`src/rtl/neuron_pkg.sv`:
```
// Shared definitions for the LIF neuron array: parameter defaults, weight
// geometry, mode / config-state encodings and the config stream length.
package neuron_pkg;

  localparam int DEF_NUM_NEURONS    = 4;
  localparam int DEF_MEM_WIDTH      = 8;
  localparam int DEF_LEAK_SHIFT     = 2;
  localparam int DEF_REFRACT_CYCLES = 3;

  localparam int WEIGHT_WIDTH = 4;
  localparam int NUM_INPUTS   = 8;

  typedef enum logic {
    MODE_PERCEPTRON = 1'b0,
    MODE_LIF        = 1'b1
  } mode_t;

  typedef enum logic {
    CFG_READY   = 1'b0,
    CFG_LOADING = 1'b1
  } cfg_state_t;

  // Length of the config nibble stream: threshold nibbles, then one nibble
  // per (neuron, input) weight.
  function automatic int cfg_nibble_count(input int mem_width, input int num_neurons);
    return mem_width / 4 + NUM_INPUTS * num_neurons;
  endfunction

endpackage

```
`src/rtl/lif_neuron_core.sv`:
```
// One neuron: synaptic sum, leak, saturating integration, threshold compare
// and refractory counting. Weights and threshold come from the top's store.
module lif_neuron_core
  import neuron_pkg::*;
#(
  parameter int MEM_WIDTH      = DEF_MEM_WIDTH,
  parameter int LEAK_SHIFT     = DEF_LEAK_SHIFT,
  parameter int REFRACT_CYCLES = DEF_REFRACT_CYCLES
) (
  input  logic                                 clk,
  input  logic                                 rst_n,
  input  logic                                 ena,
  input  logic                                 clear,
  input  mode_t                                mode,
  input  logic [NUM_INPUTS-1:0]                x,
  input  logic [NUM_INPUTS*WEIGHT_WIDTH-1:0]   weights,
  input  logic signed [MEM_WIDTH-1:0]          th,
  output logic                                 spike,
  output logic signed [MEM_WIDTH-1:0]          v
);

  // Sum is wide enough for eight worst-case weights; the integration path
  // gets one more bit so v - leak + sum can never wrap before saturation.
  localparam int SUM_W = MEM_WIDTH + 2;
  localparam int EXT_W = MEM_WIDTH + 3;
  localparam int RC_W  = (REFRACT_CYCLES > 0) ? $clog2(REFRACT_CYCLES + 1) : 1;

  localparam logic signed [EXT_W-1:0] V_MAX = EXT_W'((2 ** (MEM_WIDTH - 1)) - 1);
  localparam logic signed [EXT_W-1:0] V_MIN = EXT_W'(-(2 ** (MEM_WIDTH - 1)));

  logic [RC_W-1:0]                rc;
  logic signed [SUM_W-1:0]        sum;
  logic signed [WEIGHT_WIDTH-1:0] w_i;
  logic signed [EXT_W-1:0]        raw;
  logic signed [EXT_W-1:0]        raw_sat;
  logic signed [MEM_WIDTH-1:0]    v_next;
  logic                           fire_perc;
  logic                           fire_lif;

  // Synaptic sum over active inputs, sign-extending each 4-bit weight.
  always_comb begin
    sum = '0;
    w_i = '0;
    for (int i = 0; i < NUM_INPUTS; i++) begin
      w_i = weights[i*WEIGHT_WIDTH +: WEIGHT_WIDTH];
      if (x[i]) sum = sum + SUM_W'(w_i);
    end
  end

  // Leaky integration with saturation to the signed membrane range.
  always_comb begin
    raw     = EXT_W'(v) - EXT_W'(v >>> LEAK_SHIFT) + EXT_W'(sum);
    raw_sat = raw;
    if (raw > V_MAX) raw_sat = V_MAX;
    if (raw < V_MIN) raw_sat = V_MIN;
    v_next    = raw_sat[MEM_WIDTH-1:0];
    fire_perc = (sum >= SUM_W'(th));
    fire_lif  = (v_next >= th);
  end

  // Membrane, refractory counter and registered spike.
  always_ff @(posedge clk) begin
    if (!rst_n) begin
      v     <= '0;
      rc    <= '0;
      spike <= 1'b0;
    end else if (!ena) begin
      spike <= 1'b0;
    end else if (clear) begin
      v     <= '0;
      rc    <= '0;
      spike <= 1'b0;
    end else if (mode == MODE_PERCEPTRON) begin
      v     <= '0;
      rc    <= '0;
      spike <= fire_perc;
    end else if (rc != '0) begin
      v     <= '0;
      rc    <= rc - RC_W'(1);
      spike <= 1'b0;
    end else if (fire_lif) begin
      v     <= '0;
      rc    <= RC_W'(REFRACT_CYCLES);
      spike <= 1'b1;
    end else begin
      v     <= v_next;
      spike <= 1'b0;
    end
  end

endmodule

```
`src/rtl/tt_um_lif_neuron_array.sv`:
```
// Array of LIF / perceptron neurons sharing 8 spike inputs, with a nibble
// serial config loader for the shared threshold and per-neuron weights.
module tt_um_lif_neuron_array
  import neuron_pkg::*;
#(
  parameter int NUM_NEURONS    = DEF_NUM_NEURONS,
  parameter int MEM_WIDTH      = DEF_MEM_WIDTH,
  parameter int LEAK_SHIFT     = DEF_LEAK_SHIFT,
  parameter int REFRACT_CYCLES = DEF_REFRACT_CYCLES
) (
  input  logic       clk,
  input  logic       rst_n,
  input  logic       ena,
  input  logic [7:0] ui_in,
  output logic [7:0] uo_out,
  input  logic [7:0] uio_in,
  output logic [7:0] uio_out,
  output logic [7:0] uio_oe
);

  localparam int TH_NIBBLES    = MEM_WIDTH / 4;
  localparam int NUM_WEIGHTS   = NUM_NEURONS * NUM_INPUTS;
  localparam int TOTAL_NIBBLES = cfg_nibble_count(MEM_WIDTH, NUM_NEURONS);
  localparam int PTR_W         = $clog2(TOTAL_NIBBLES + 1);
  localparam int ROW_W         = NUM_INPUTS * WEIGHT_WIDTH;

  // Config handshake: cfg_we is a one-cycle write strobe that is accepted
  // only while LOADING (cfg_ready low); each accepted strobe consumes the
  // nibble on uio_in[3:0]. cfg_restart takes priority over cfg_we.
  logic                        cfg_we;
  logic                        cfg_restart;
  mode_t                       mode;
  logic [3:0]                  nibble;
  logic                        unused_cfg_bit;

  cfg_state_t                  cfg_state;
  cfg_state_t                  cfg_state_next;
  logic [PTR_W-1:0]            ptr;
  logic [PTR_W-1:0]            ptr_next;
  logic                        wr_en;
  logic                        neuron_clear;

  logic signed [MEM_WIDTH-1:0] th;
  logic [NUM_WEIGHTS*WEIGHT_WIDTH-1:0] w_flat;
  logic [NUM_NEURONS-1:0]      spikes;
  logic [NUM_NEURONS*MEM_WIDTH-1:0] v_flat;

  assign cfg_we         = uio_in[7];
  assign cfg_restart    = uio_in[6];
  assign mode           = mode_t'(uio_in[5]);
  assign unused_cfg_bit = uio_in[4];
  assign nibble         = uio_in[3:0];

  // Config FSM state register; everything holds while ena is low.
  always_ff @(posedge clk) begin
    if (!rst_n) begin
      cfg_state <= CFG_READY;
      ptr       <= '0;
    end else if (ena) begin
      cfg_state <= cfg_state_next;
      ptr       <= ptr_next;
    end
  end

  // Config FSM next state: restart wins, writes only count while LOADING.
  always_comb begin
    cfg_state_next = cfg_state;
    ptr_next       = ptr;
    wr_en          = 1'b0;
    if (cfg_restart) begin
      cfg_state_next = CFG_LOADING;
      ptr_next       = '0;
    end else if (cfg_state == CFG_LOADING && cfg_we) begin
      wr_en = 1'b1;
      if (ptr == PTR_W'(TOTAL_NIBBLES - 1)) begin
        cfg_state_next = CFG_READY;
        ptr_next       = '0;
      end else begin
        ptr_next = ptr + PTR_W'(1);
      end
    end
  end

  // Threshold and weight store, written one nibble at a time.
  always_ff @(posedge clk) begin
    if (!rst_n) begin
      th     <= MEM_WIDTH'(1);
      w_flat <= {NUM_WEIGHTS{WEIGHT_WIDTH'(1)}};
    end else if (ena && wr_en) begin
      for (int k = 0; k < TH_NIBBLES; k++) begin
        if (int'(ptr) == k) th[k*4 +: 4] <= nibble;
      end
      for (int k = 0; k < NUM_WEIGHTS; k++) begin
        if (int'(ptr) == TH_NIBBLES + k) w_flat[k*WEIGHT_WIDTH +: WEIGHT_WIDTH] <= nibble;
      end
    end
  end

  // Neurons sit cleared while a restart is requested or a load is running.
  assign neuron_clear = cfg_restart | (cfg_state == CFG_LOADING);

  for (genvar n = 0; n < NUM_NEURONS; n++) begin : g_neuron
    lif_neuron_core #(
      .MEM_WIDTH      (MEM_WIDTH),
      .LEAK_SHIFT     (LEAK_SHIFT),
      .REFRACT_CYCLES (REFRACT_CYCLES)
    ) u_core (
      .clk     (clk),
      .rst_n   (rst_n),
      .ena     (ena),
      .clear   (neuron_clear),
      .mode    (mode),
      .x       (ui_in),
      .weights (w_flat[n*ROW_W +: ROW_W]),
      .th      (th),
      .spike   (spikes[n]),
      .v       (v_flat[n*MEM_WIDTH +: MEM_WIDTH])
    );
  end

  assign uo_out  = 8'(spikes);
  assign uio_out = {3'b000, (cfg_state == CFG_READY), 4'b0000};
  assign uio_oe  = 8'b0001_0000;

endmodule

```
`config.mk`:
```
export PLATFORM = sky130hd
export DESIGN_NAME = tt_um_lif_neuron_array
export DESIGN_NICKNAME = d
export VERILOG_FILES = /design/src/rtl/neuron_pkg.sv /design/src/rtl/lif_neuron_core.sv /design/src/rtl/tt_um_lif_neuron_array.sv
export SDC_FILE = /design/constraint.sdc
export NUM_CORES = 1
export LEC_CHECK = 0
export ABC_AREA = 1
export CAP_MARGIN = 40
export CORE_UTILIZATION = 40
export CTS_BUF_LIST = sky130_fd_sc_hd__clkbuf_4
export DETAILED_ROUTE_END_ITERATION = 7
export PLACE_DENSITY = 0.64
export SLEW_MARGIN = 15
export SYNTH_ARGS = -nofsm -noshare
export SYNTH_HDL_FRONTEND = slang
export SYNTH_SLANG_ARGS = --single-unit
```
`constraint.sdc`:
```
create_clock -name clk -period 33.4 [get_ports clk]
set_clock_uncertainty 0.1 [all_clocks]
set_input_delay 5.01 -clock clk [delete_from_list [all_inputs] [get_ports clk]]
set_output_delay 5.01 -clock clk [all_outputs]
set_load 0.1 [all_outputs]
```
==> flow_metrics.py <==
metrics = {
    "synth": {
        "syn_avg_cell_area_um2": 6.29,
        "yosysWarningCount": 0,
        "synth-seq-cells": 187,
        "ys_seq_area_share_pct": 14.2,
        "yosysUniqueCellTypes": 55,
        "synth_area_um2": 26400,
        "postSynthCellCount": 4195,
    },
    "worst_setup_path": {
        "worst-setup-path-type": "in -> reg",
        "cp_max_fo": 18,
        "required_ps": 33980,
        "path_common_cell": "nand2_1",
        "crit_path_end_kind": "flip-flop",
        "cp_slowest_cell": "fa_1",
        "crit_path_start_kind": "primary input",
        "cpPeakStageDelay_ps": 500,
        "cp.arrival_ps": 18250,
    },
    "route": {
        "drt_pre_antenna_iters": 5,
        "vias_per_cell": 5.03,
        "drt_wl_total_um": 66400,
        "ant_nets": 0,
        "drc": 0,
        "via_count": 25300,
        "first_iter_violations": 1183,
        "routedWlPerCell_um": 13.2,
    },
    "pwr": {
        "share_comb_of_total_power_pct": 65.7,
        "swShare_pct": 50.3,
        "netSwitchingPower_mw": 0.531,
        "internal_power_mw": 0.524,
        "pwr-share-seq_pct": 21.9,
        "vdd_ir_drop_max_mv": 0.0228,
        "finalPower_mw": 1.06,
        "p_leak_nw": 14.0,
        "clkPwrFrac_pct": 12.4,
        "power.density_nw_per_um2": 38.2,
    },
    "sta": {
        "fmax_mhz": 56.6,
        "fin_setup_tns_ps": 0,
        "slew_headroom_pct": 42.8,
        "slew_viol_final": 0,
        "layout_min_cycle_time_ps": 17680,
        "min_period_over_period_pct": 52.9,
        "rsz0062_at_grt": "no",
        "hold_violations": 0,
        "setup_viol": 0,
        "worst_pin_slew_ps": 857,
    },
    "global_routing": {
        "antenna_found_initial": 1,
        "grt_max_degree": 79,
        "grt_overflow": 0,
        "grtUsageTotal_pct": 20.4,
        "grt_first_pass_wirelength_um": 113000,
        "grt_pass1_vias": 23900,
    },
    "final_layout": {
        "layout-drive-gt1-share_pct": 5.49,
        "area_delta_synth_final_pct": 4.87,
        "layout_commonest_cell": "nand2_1",
        "layout_common_cells": "1092 x nand2_1, 528 x inv_1, 376 x ha_1",
        "nets": 4620,
    },
    "clock_network": {
        "path_clk_slew_ps": 160,
        "ctsResizeCount": 0,
        "cts_buffers": 17,
        "cts_sinks": 187,
        "clockBufferDepth": 2,
        "clkLatencyLatePin_ps": 760,
        "cts_tree": "built",
        "post-cts-setup-buffers": 0,
        "root_buffer": "clkbuf_4",
        "cts_hold_buf": 0,
        "htreeDepth": 4,
    },
    "die": {
        "die_w_um": 259,
        "num_rows": 93,
        "die_y_um": 259,
        "design.core.area_um2": 64800,
        "start_util_pct": 40.7,
        "die_area_um2": 67000,
        "pin_count": 43,
    },
    "run": {
        "cap_viol_max_count": 0,
    },
    "placement": {
        "portBuffers": 22,
        "gp_congestion": 0.881,
        "dpl.hpwl_um": 52600,
    },
    "status": {
        "status": "completed",
    },
    "worst_hold_path": {
        "min_path_type": "reg -> reg",
    },
}
-- synthesized netlist by cell type, drive strengths merged --
cell | instances | share of area (%)
a211oi | 11 | 0.31
a21boi | 10 | 0.28
a21o | 12 | 0.34
a21oi | 341 | 6.5
a311oi | 1 | 0.033
a31oi | 24 | 0.66
and2 | 39 | 0.92
buf | 69 | 1.6
clkbuf | 51 | 0.73
clkinv | 2 | 0.028
conb | 2 | 0.028
dfxtp | 187 | 14
fa | 64 | 4.9
ha | 376 | 18
inv | 600 | 8.5
mux2i | 4 | 0.15
nand2 | 1106 | 16
nand3 | 348 | 6.7
nand3b | 17 | 0.50
nand4 | 42 | 1.0
nor2 | 301 | 4.3
nor3 | 34 | 0.72
nor3b | 3 | 0.085
nor4 | 8 | 0.19
o2111ai | 7 | 0.23
o211ai | 39 | 1.1
o21a | 9 | 0.28
o21ai | 274 | 5.5
o21bai | 20 | 0.57
o221ai | 2 | 0.066
o22ai | 1 | 0.024
o311ai | 4 | 0.13
o31a | 1 | 0.033
o31ai | 4 | 0.11
or2 | 45 | 1.1
xnor2 | 49 | 1.6
xor2 | 88 | 2.9
-- flip-flops by register name (all words and copies together) (netlist names) --
signal / flops
ptr: 6
w_flat: 128
th: 8
g_neuron.u_core.v: 32
g_neuron.u_core.spike: 4
cfg_state: 1
g_neuron.u_core.rc: 8
-- metal layers --
layer / vias to the layer above / track usage [%] / routed length [um]
li1: 13700 / - / -
met1: 11200 / 26.4 / 33000
met2: 297 / 35.2 / 30200
met3: 73 / 2.92 / 1880
met4: 0 / 5.26 / 1270
met5: - / 0 / 0
-- worst max-delay path: cells and delay by family --
kind	cells	cell delay (ps)
XOR/XNOR	5	850
buffers and inverters	12	1560
AND/OR/NAND/NOR	36	4790
AO/OA/AOI/OAI	12	1950
adder cells (fa/ha/maj)	12	4090
-- through the flow --
step / hold WS [ps] / setup WS, ps / std cells / utilization (%) / instance area [um^2]
after global placement: 342 / 15080 / 4988 / 42.0 / 27200
final: 367 / 15720 / 5029 / 42.7 / 27700
after global routing: 394 / 14610 / 5029 / 42.7 / 27700
after detailed placement: 347 / 15020 / 4996 / 42.3 / 27400
after floorplan: 328 / 17220 / 4212 / - / 26400
after CTS: 369 / 15850 / 5027 / 42.6 / 27600
-- cell families (layout without fill, tap and decap cells) --
group	Yosys count	count (layout)	share of synthesized area, %
multiplexers	4	4	0.152
AND/OR/NAND/NOR	1943	1943	31.4
XOR/XNOR	137	137	4.55
other	2	20	0.0285
adder cells (fa/ha/maj)	440	440	22.7
flip-flops	187	187	14.2
buffers and inverters	722	683	10.9
AO/OA/AOI/OAI	760	760	16.2
-- power by group through the flow --
stage / registers, mW / clock network [mW] / logic (mW)
2_1_floorplan: 0.235 / 0 / 0.562
3_3_place_gp: 0.236 / 0 / 0.677
3_5_place_dp: 0.236 / 0 / 0.688
4_1_cts: 0.231 / 0.137 / 0.693
5_1_grt: 0.232 / 0.143 / 0.804
6_report: 0.231 / 0.130 / 0.694
-- layout make-up --
| type | count | area, um^2 |
|---|---|---|
| clock inverters | 14 | 120 |
| well taps | 855 | 1070 |
| flip-flops and latches | 187 | 3740 |
| fillers | 6967 | 37100 |
| multi-input cells | 3303 | 19800 |
| inverters | 602 | 2260 |
| diodes | 1 | 2.50 |
| repair buffers | 50 | 505 |
| clock buffers | 17 | 128 |
-- path summary, 6_finish.rpt --
path	from	end	slack (ps)	depth (start not counted)
hold reg to reg	w_flat[114]$_SDFFE_PN0P_	w_flat[114]$_SDFFE_PN0P_	370	2
hold / removal	w_flat[114]$_SDFFE_PN0P_	w_flat[114]$_SDFFE_PN0P_	370	2
setup / recovery	ui_in[0]	g_neuron[2].u_core.v[7]$_SDFFE_PN0P_	15720	77
setup reg to reg	w_flat[64]$_SDFFE_PN1P_	g_neuron[2].u_core.v[7]$_SDFFE_PN0P_	20430	75
(Power assumes the default switching activity.)
